`config.mk`:
```
export PLATFORM = sky130hd
export DESIGN_NAME = huffman_encoder
export DESIGN_NICKNAME = d
export VERILOG_FILES = /design/src/rtl/henc_pkg.sv /design/src/rtl/huff_code_lut.sv /design/src/rtl/huffman_encoder.sv
export SDC_FILE = /design/constraint.sdc
export NUM_CORES = 1
export LEC_CHECK = 0
export ABC_AREA = 1
export CAP_MARGIN = 20
export CORE_ASPECT_RATIO = 1.5
export CORE_MARGIN = 2
export CORE_UTILIZATION = 58
export DETAILED_ROUTE_END_ITERATION = 12
export PLACE_DENSITY_LB_ADDON = 0.3
export SLEW_MARGIN = 20
export SYNTH_ARGS = -nofsm -noshare
export SYNTH_HDL_FRONTEND = slang
export SYNTH_HIERARCHICAL = 1
export SYNTH_SLANG_ARGS = --single-unit
```
`constraint.sdc`:
```
create_clock -name clk -period 2.9 [get_ports clk]
set_clock_uncertainty 0.15 [all_clocks]
set_input_delay 0.58 -clock clk [delete_from_list [all_inputs] [get_ports clk]]
set_output_delay 0.58 -clock clk [all_outputs]
set_load 0.05 [all_outputs]
```
`src/rtl/henc_pkg.sv`:
```
// Shared definitions for the Huffman bitstream packer: widths, FSM states and
// the symbol->prefix-code table (also consumed by decoder-side benches).
package henc_pkg;

  localparam int WORD_W       = 10;
  localparam int MAX_CODE_LEN = 6;
  localparam int ACC_W        = 16;
  localparam int FILL_W       = 5;

  typedef enum logic [1:0] {FILL, OUT, FLUSH} henc_state_e;

  // len == 0 marks an unmapped symbol
  typedef struct packed {
    logic [2:0]              len;
    logic [MAX_CODE_LEN-1:0] code;   // right-aligned
  } henc_code_t;

  function automatic henc_code_t code_of(input logic [3:0] sym);
    henc_code_t c;
    case (sym)
      4'd0:    c = {3'd1, 6'b000001};
      4'd1:    c = {3'd4, 6'b000100};
      4'd2:    c = {3'd4, 6'b000101};
      4'd3:    c = {3'd6, 6'b011000};
      4'd4:    c = {3'd6, 6'b011001};
      4'd5:    c = {3'd4, 6'b000010};
      4'd6:    c = {3'd4, 6'b000011};
      4'd7:    c = {3'd5, 6'b001101};
      4'd8:    c = {3'd6, 6'b000110};
      4'd9:    c = {3'd4, 6'b000111};
      4'd10:   c = {3'd4, 6'b000000};
      4'd12:   c = {3'd6, 6'b000111};
      4'd14:   c = {3'd6, 6'b000100};
      4'd15:   c = {3'd6, 6'b000101};
      default: c = {3'd0, 6'b000000};   // 11, 13
    endcase
    return c;
  endfunction

endpackage

```
`src/rtl/huff_code_lut.sv`:
```
// Combinational symbol -> prefix code lookup.
module huff_code_lut
  import henc_pkg::*;
(
  input  logic [3:0]              sym_i,
  output logic [MAX_CODE_LEN-1:0] code_o,
  output logic [2:0]              len_o,
  output logic                    illegal_o
);

  henc_code_t c;

  assign c         = code_of(sym_i);
  assign code_o    = c.code;
  assign len_o     = c.len;
  assign illegal_o = (c.len == 3'd0);

endmodule

```
`src/rtl/huffman_encoder.sv`:
```
// Huffman bitstream packer: symbols in over valid/ready, prefix codes packed
// MSB-first into 10-bit words through a 16-bit left-aligned accumulator.
// Optional HENC_STATS_EN adds saturating symbol / code-bit counters.
module huffman_encoder #(
  parameter int WORD_W = 10
`ifdef HENC_STATS_EN
  , parameter int CNT_W = 16
`endif
) (
  input  logic              clk,
  input  logic              rst,
  input  logic [3:0]        sym_in,
  input  logic              sym_valid,
  output logic              sym_ready,
  input  logic              flush,
  output logic              flush_done,
  output logic [WORD_W-1:0] enc_word,
  output logic [3:0]        enc_bits,
  output logic              enc_valid,
  input  logic              enc_ready,
`ifdef HENC_STATS_EN
  output logic [CNT_W-1:0]  sym_count,
  output logic [CNT_W-1:0]  bit_count,
`endif
  output logic              err_sym
);
  import henc_pkg::*;

  localparam logic [FILL_W-1:0] FULL = FILL_W'(WORD_W);

  henc_state_e             state_q, state_d;
  logic [ACC_W-1:0]        acc_q, acc_d, ins;
  logic [FILL_W-1:0]       fill_q, fill_d, shamt;
  logic                    pend_q, pend_d;
  logic [WORD_W-1:0]       word_q, word_d;
  logic [3:0]              bits_q, bits_d;
  logic                    valid_q, valid_d;
  logic                    done_q, done_d;
  logic                    err_q, err_d;
  logic                    live_q;
  logic                    full, accept;
  logic [MAX_CODE_LEN-1:0] lut_code;
  logic [2:0]              lut_len;
  logic                    lut_illegal;

  huff_code_lut u_lut (
    .sym_i     (sym_in),
    .code_o    (lut_code),
    .len_o     (lut_len),
    .illegal_o (lut_illegal)
  );

  assign full   = (fill_q >= FULL);
  assign accept = sym_valid && sym_ready;
  // Code lands at acc[15-fill -: len]: shift the right-aligned code up to there
  assign shamt  = FILL_W'(ACC_W) - fill_q - {2'b00, lut_len};
  assign ins    = ACC_W'(lut_code) << shamt;

  // Gives sym_ready a reset value of 0 even though the FSM idles in FILL
  always_ff @(posedge clk or negedge rst) begin
    if (!rst) live_q <= 1'b0;
    else      live_q <= 1'b1;
  end

  // State register
  always_ff @(posedge clk or negedge rst) begin
    if (!rst) state_q <= FILL;
    else      state_q <= state_d;
  end

  // Next state
  always_comb begin
    state_d = state_q;
    case (state_q)
      FILL:    if (full) state_d = OUT;
               else if (flush) state_d = FLUSH;
      OUT:     if (valid_q && enc_ready) state_d = (pend_q || flush) ? FLUSH : FILL;
      FLUSH:   state_d = (fill_q != '0) ? OUT : FILL;
      default: state_d = FILL;
    endcase
  end

  // Outputs and datapath next values
  always_comb begin
    sym_ready = live_q && (state_q == FILL) && !full;
    acc_d   = acc_q;
    fill_d  = fill_q;
    pend_d  = pend_q;
    word_d  = word_q;
    bits_d  = bits_q;
    valid_d = valid_q;
    done_d  = 1'b0;
    err_d   = 1'b0;
    case (state_q)
      FILL: begin
        if (flush) pend_d = 1'b1;
        if (full) begin
          word_d  = acc_q[ACC_W-1 -: WORD_W];
          bits_d  = 4'(WORD_W);
          acc_d   = acc_q << WORD_W;
          fill_d  = fill_q - FULL;
          valid_d = 1'b1;
        end else if (accept) begin
          if (lut_illegal) err_d = 1'b1;
          else begin
            acc_d  = acc_q | ins;
            fill_d = fill_q + {2'b00, lut_len};
          end
        end
      end
      OUT: begin
        if (flush) pend_d = 1'b1;
        if (valid_q && enc_ready) begin
          valid_d = 1'b0;
          // Only a flush word is ever shorter than a full word
          if (bits_q != 4'(WORD_W)) done_d = 1'b1;
        end
      end
      FLUSH: begin
        if (full) begin
          word_d  = acc_q[ACC_W-1 -: WORD_W];
          bits_d  = 4'(WORD_W);
          acc_d   = acc_q << WORD_W;
          fill_d  = fill_q - FULL;
          valid_d = 1'b1;
        end else if (fill_q != '0) begin
          word_d  = acc_q[ACC_W-1 -: WORD_W];
          bits_d  = fill_q[3:0];
          acc_d   = '0;
          fill_d  = '0;
          pend_d  = 1'b0;
          valid_d = 1'b1;
        end else begin
          done_d  = 1'b1;
          pend_d  = 1'b0;
        end
      end
      default: ;
    endcase
  end

  // Datapath registers
  always_ff @(posedge clk or negedge rst) begin
    if (!rst) begin
      acc_q   <= '0;
      fill_q  <= '0;
      pend_q  <= 1'b0;
      word_q  <= '0;
      bits_q  <= '0;
      valid_q <= 1'b0;
      done_q  <= 1'b0;
      err_q   <= 1'b0;
    end else begin
      acc_q   <= acc_d;
      fill_q  <= fill_d;
      pend_q  <= pend_d;
      word_q  <= word_d;
      bits_q  <= bits_d;
      valid_q <= valid_d;
      done_q  <= done_d;
      err_q   <= err_d;
    end
  end

  assign enc_word   = word_q;
  assign enc_bits   = bits_q;
  assign enc_valid  = valid_q;
  assign flush_done = done_q;
  assign err_sym    = err_q;

`ifdef HENC_STATS_EN
  logic [CNT_W-1:0] sym_cnt_q, bit_cnt_q;
  logic [CNT_W:0]   bit_sum;

  assign bit_sum = {1'b0, bit_cnt_q} + (CNT_W+1)'(lut_len);

  // Saturating counters, advanced in the accept cycle of each mapped symbol
  always_ff @(posedge clk or negedge rst) begin
    if (!rst) begin
      sym_cnt_q <= '0;
      bit_cnt_q <= '0;
    end else if (accept && !lut_illegal) begin
      if (sym_cnt_q != '1) sym_cnt_q <= sym_cnt_q + CNT_W'(1);
      bit_cnt_q <= bit_sum[CNT_W] ? '1 : bit_sum[CNT_W-1:0];
    end
  end

  assign sym_count = sym_cnt_q;
  assign bit_count = bit_cnt_q;
`endif

endmodule

```
# Yosys cells after proc, flatten, opt, wreduce, memory -nomap -nowiden
# Memory sizes are Yosys's and may differ from the RTL's.
# Cells that the tools add are included.
# totals
reg_bits	42
romBits	128
in_bits	9
output_inout_bits	18
elab_cells	90
n_memories	1
# mem_list
name	depth	width	read_ports	rd_ports_with_merged_regs	wr	line	rtl
(name not given)	16	8	1	0	0	henc_pkg.sv:20	case (sym)
# op_classes
n_addsub	4
magnitude_cmp	1
n_eq_ne	11
n_shift	1
muxes	43
bitwise	1
reduce_logical	18
# ops
op	count
two-way mux 16 bit	5
case mux 16 bit (2 select lines)	1
two-way mux 10 bit	3
two-way mux 5 bit	5
case mux 10 bit (2 select lines)	1
OR 16 bit	1
left shift 6 x 5 -> 16 bit	1
two-way mux 1 bit	15
two-way mux 4 bit	3
inequality test 3 bit (second input constant)	4
case mux 5 bit (2 select lines)	1
two-way mux 2 bit	4
case mux 4 bit (2 select lines)	1
AND reduction 4 bit	2
inequality test 2 bit (second input constant)	3
case mux 2 bit (3 select lines)	1
AND reduction 3 bit	2
adder 5 x 3 -> 5 bit	1
greater-or-equal comparator 5 x 4 -> 1 bit (second input constant)	1
nonzero test 5 bit	1
subtractor 5 x 3 -> 5 bit	1
subtractor 5 x 4 -> 5 bit (second input constant)	1
subtractor 5 bit (first input constant)	1
logical AND 1 bit	4
14 further kinds	16

# Depth between registers and ports, before layout
# depth
ltp_word	8
ltp_mapped	21
mapped_depth_nobuf	21

# Hierarchy
# The synthesis kept the hierarchy.
# by_module_without_submodules
mod	instances	cells_per_inst	area_each_um2	seq_area_each_um2
huffman_encoder	1	364	2740.1	1051.0
huff_code_lut	1	48	297.8	0.0

# Worst setup path after synthesis
# No wires, ideal clock.
# synth_timing
kind	input -> register
start	input sym_in[1]
end	register acc_q[4]
setup_ps	77
arrival_ps	2816
t_required_ps	2673
setup_slack_ps	-143
cell_stages	19
path_buffers	0
cell_sequence	inv_1 > ha_1 > inv_1 > nand2_1 > nand3_2 > nand2_1 > ha_1 > inv_1 > fa_1 > ha_1 > inv_1 > nand2_1 > nand2_1 > nand2_1 > inv_1 > nand2_1 > a21oi_1 > nand2_1 > a21oi_1
# synth_between
elab_chain_cells	8
elab_cells_between_ends	11
cone_classes	1 x add/sub; 1 x eq/ne; 1 x shift; 4 x mux; 1 x bitwise; 2 x reduce/logical; 1 x memory
# synth_lines
item	line	rtl
start, declared	huffman_encoder.sv:12	input logic [3:0] sym_in,
memory read (16 x 8 bit) (*)	--	
net lut_len[1]	huffman_encoder.sv:43	logic [2:0] lut_len;
subtractor 5 x 3 -> 5 bit	huffman_encoder.sv:56	assign shamt = FILL_W'(ACC_W) - fill_q - {2'b00, lut_len};
left shift 6 x 5 -> 16 bit	huffman_encoder.sv:57	assign ins = ACC_W'(lut_code) << shamt;
OR 16 bit	huffman_encoder.sv:106	acc_d = acc_q | ins;
two-way mux 16 bit	huffman_encoder.sv:104	if (lut_illegal) err_d = 1'b1;
two-way mux 16 bit	huffman_encoder.sv:103	end else if (accept) begin
two-way mux 16 bit	huffman_encoder.sv:97	if (full) begin
case mux 16 bit (2 select lines)	huffman_encoder.sv:94	case (state_q)
end signal, assigned	huffman_encoder.sv:145	acc_q <= '0;
end signal, assigned	huffman_encoder.sv:154	acc_q <= acc_d;
end, declared	huffman_encoder.sv:32	logic [ACC_W-1:0] acc_q, acc_d, ins;
# Mark *: on every way through the listed nets, which the timed path passes. The rest lies on a longest branch. The select of a mux whose other input is x is not followed.
# A chain may end at the register's enable or synchronous reset.

# Worst setup path in the final report
# layout_timing
start	input sym_in[0]
end	register acc_q[12]
# The elaborated chain is that of the path after synthesis.

==> metrics.cfg <==
[status]
status=complete, but fails checks
failed_checks=setup timing

[clock_tree]
cts_tree=yes
cts_sinks=42
clk_pin_slew_worst_paths_ns=0.09
clockBufferDepth=2
cts_made_buffers=5
holdBufCountCts=0
htreeDepth=2
cts-root-buf=clkbuf_8
clk_latency_ns=0.31

[yosys]
avgSynthCellArea_um2=7.37
yosysWarningCount=6
yosysTopAreaCellShare_pct=34.6
synthArstFlopShare_pct=100
synthFlopType=dfrtp_1
synth_seq_cells=42
syn_nets=444
synth-simple-area-share_pct=33.0
synthMuxAreaShare_pct=0
synth_adder_area_share_pct=9.97
synth_edf_count=0
synth_xor_area_share_pct=0.577
syn_area_um2=3040
synth_compound_gate_area_share_pct=12.0
synth_top_family_by_area=simple AND/OR/NAND/NOR gates
syn-instance-count=412
ys_seq_area_share_pct=34.6
yosysUniqueCellTypes=37
synth_area_leaders=dfrtp_1 (35%), nand2_1 (15%), ha_1 (8.6%)
synth_top_area_cell=dfrtp_1

[route]
wirelength_mm=8.53
avgRoutedWirePerCell_um=15.5
via_count=3078
drtIter0Drc=291
viasPerCell=5.58
drc=0
final_antenna_net_count=0
dr.pass1.iters=5

[final_layout]
drive_above_1_share_pct=29.8
most-common-layout-cells=nand2_1 (110), dfrtp_1 (41), buf_4 (40)
fin_nets=515
areaGrowthSynthToFinish_pct=32.9
multiInputGateArea_um2=1950
final_common_cell=nand2_1
antennaDiodeCount=0
stdcell_count=552
regArea_um2=1050
fillers=347

[floorplan]
initial_utilization_pct=59.7
fp.dieH_um=92.6
coreArea_um2=5080
die_area_um2=5840
io_pins=27
fp.dieW_um=63.1
rows=32

[sta]
period_needed_ns=2.93
finalHoldViolCount=0
worst_slew_pin_slew_ns=0.910
tns_ns=-0.0834
relSlewSlack_pct=39.3
clock.fmax_ghz=0.341
setup_violations=3
timing.final.crit_share_pct=101
worst_slack_ns=-0.0349
slew_violations=0

[grt]
grtUsageTotal_pct=28.2
first_global_vias=2991
overflow=0
grt_pass1_wl_mm=13.1
grt_max_degree=43
antenna_found_initial=0

[worst_setup_path]
critPathKind=primary input to flop
slowest_stage=fa_2
cp-start-kind=primary input
critPathMaxStageDelay_ns=0.48
critPathTopFamily=adder cells
cp.depth=18
required_ns=3.00
cp_max_fo=10
crit_buf_inv=5
rr_worst_depth=11
cp_data_arrival_time_ns=3.03
crit_chain=buf_2 > buf_6 > ha_4 > inv_2 > nand2_2 > nand3_2 > nand2_2 > ha_4 > inv_4 > fa_2 > ha_4 > buf_6 > nand3_1 > nand3_2 > nand3_2 > nand2_1 > nand2_1 > a21oi_2
critPathCaptureType=flop

[place]
gp_congestion=0.903
post-place-ws_ns=-0.711
placed_cells=536
portBuffers=26
dp_hpwl_mm=5.54

[run]
maxCapViolCount=0

[hold_path]
min_path_type=primary input to asynchronous set/reset pin

[logic make-up after synthesis]
family                   count (synthesis)
XOR/XNOR                                 2
buffers and inverters                   64
AND/OR/NAND/NOR                        218
AO/OA/AOI/OAI                           61
other                                    2
adder cells (fa/ha/maj)                 23
flip-flops                              42
[metrics by stage]
| stage | hold slack, ns | utilization (%) | instance area, um2 |
|---|---|---|---|
| 6_report | 0.226 | 79.4 | 4040 |
| 5_1_grt | 0.325 | 79.4 | 4040 |
| 4_1_cts | 0.282 | 75.9 | 3860 |
| 3_5_place_dp | 0.305 | 71.1 | 3620 |
| 3_3_place_gp | 0.303 | 71.1 | 3620 |
| 2_1_floorplan | 0.134 | - | 3050 |
[worst reg2reg max path, cell delays in order (launching register included)]
cell	delay, ns
dfrtp_2	0.48
ha_4	0.19
inv_4	0.05
fa_2	0.48
ha_4	0.31
buf_6	0.14
nand3_1	0.17
nand3_2	0.13
nand3_2	0.08
nand2_1	0.07
nand2_1	0.06
a21oi_2	0.12
[path summary, 6_finish.rpt]
path	from	end	slack [ns]
max in group asynchronous	rst	fill_q[1]$_DFFE_PN0P_	1.75
max	sym_in[0]	acc_q[12]$_DFFE_PN0P_	-0.03
min in group clk	acc_q[14]$_DFFE_PN0P_	enc_word[8]$_DFFE_PN0P_	0.33
max reg2reg	fill_q[1]$_DFFE_PN0P_	acc_q[12]$_DFFE_PN0P_	0.42
min reg2reg	acc_q[14]$_DFFE_PN0P_	enc_word[8]$_DFFE_PN0P_	0.33
min	rst	acc_q[0]$_DFFE_PN0P_	0.23
[cell usage after synthesis, types with 3 or more instances]
cell,count
a21oi_1,14
a21oi_2,3
a31oi_1,3
buf_6,4
dfrtp_1,42
ha_1,21
inv_1,46
inv_2,7
nand2_1,121
nand2_2,9
nand3_1,35
nand4_1,3
nor2_1,32
nor2_2,6
nor2_4,4
o21ai_0,23
o21ai_1,7
o21bai_1,3
[final cells by class]
type	instances	area share, %
Clock buffer	5	1.70
Clock inverter	3	0.620
Inverter	56	5.95
Multi-Input combinational cell	306	48.3
Sequential cell	42	26.1
Tap cell	68	2.11
Timing Repair Buffer	72	15.3
[sequential cells by signal, indices dropped and copies added (netlist names)]
| register | flops |
|---|---|
| enc_valid | 1 |
| enc_word | 10 |
| err_sym | 1 |
| fill_q | 5 |
| enc_bits | 4 |
| pend_q | 1 |
| state_q | 2 |
| flush_done | 1 |
| acc_q | 16 |
| live_q | 1 |
[repair_timing]
item,in CTS,in global routing
buffers inserted,6,2
setup endpoints to repair,17,17
pin swaps,13,26
resized for setup,36,48
[layer usage]
metal / routed length [um] / vias to the layer above / track usage [%]
met1: 3000 / 1461 / 28.8
met5: 0 / - / 0
met3: 316 / 46 / 3.89
met4: 540 / 0 / 15.4
li1: - / 1449 / -
met2: 4680 / 122 / 54.0
Power is not shown: default switching activity piles up to over one toggle a cycle in this logic, so the estimate is an artifact.
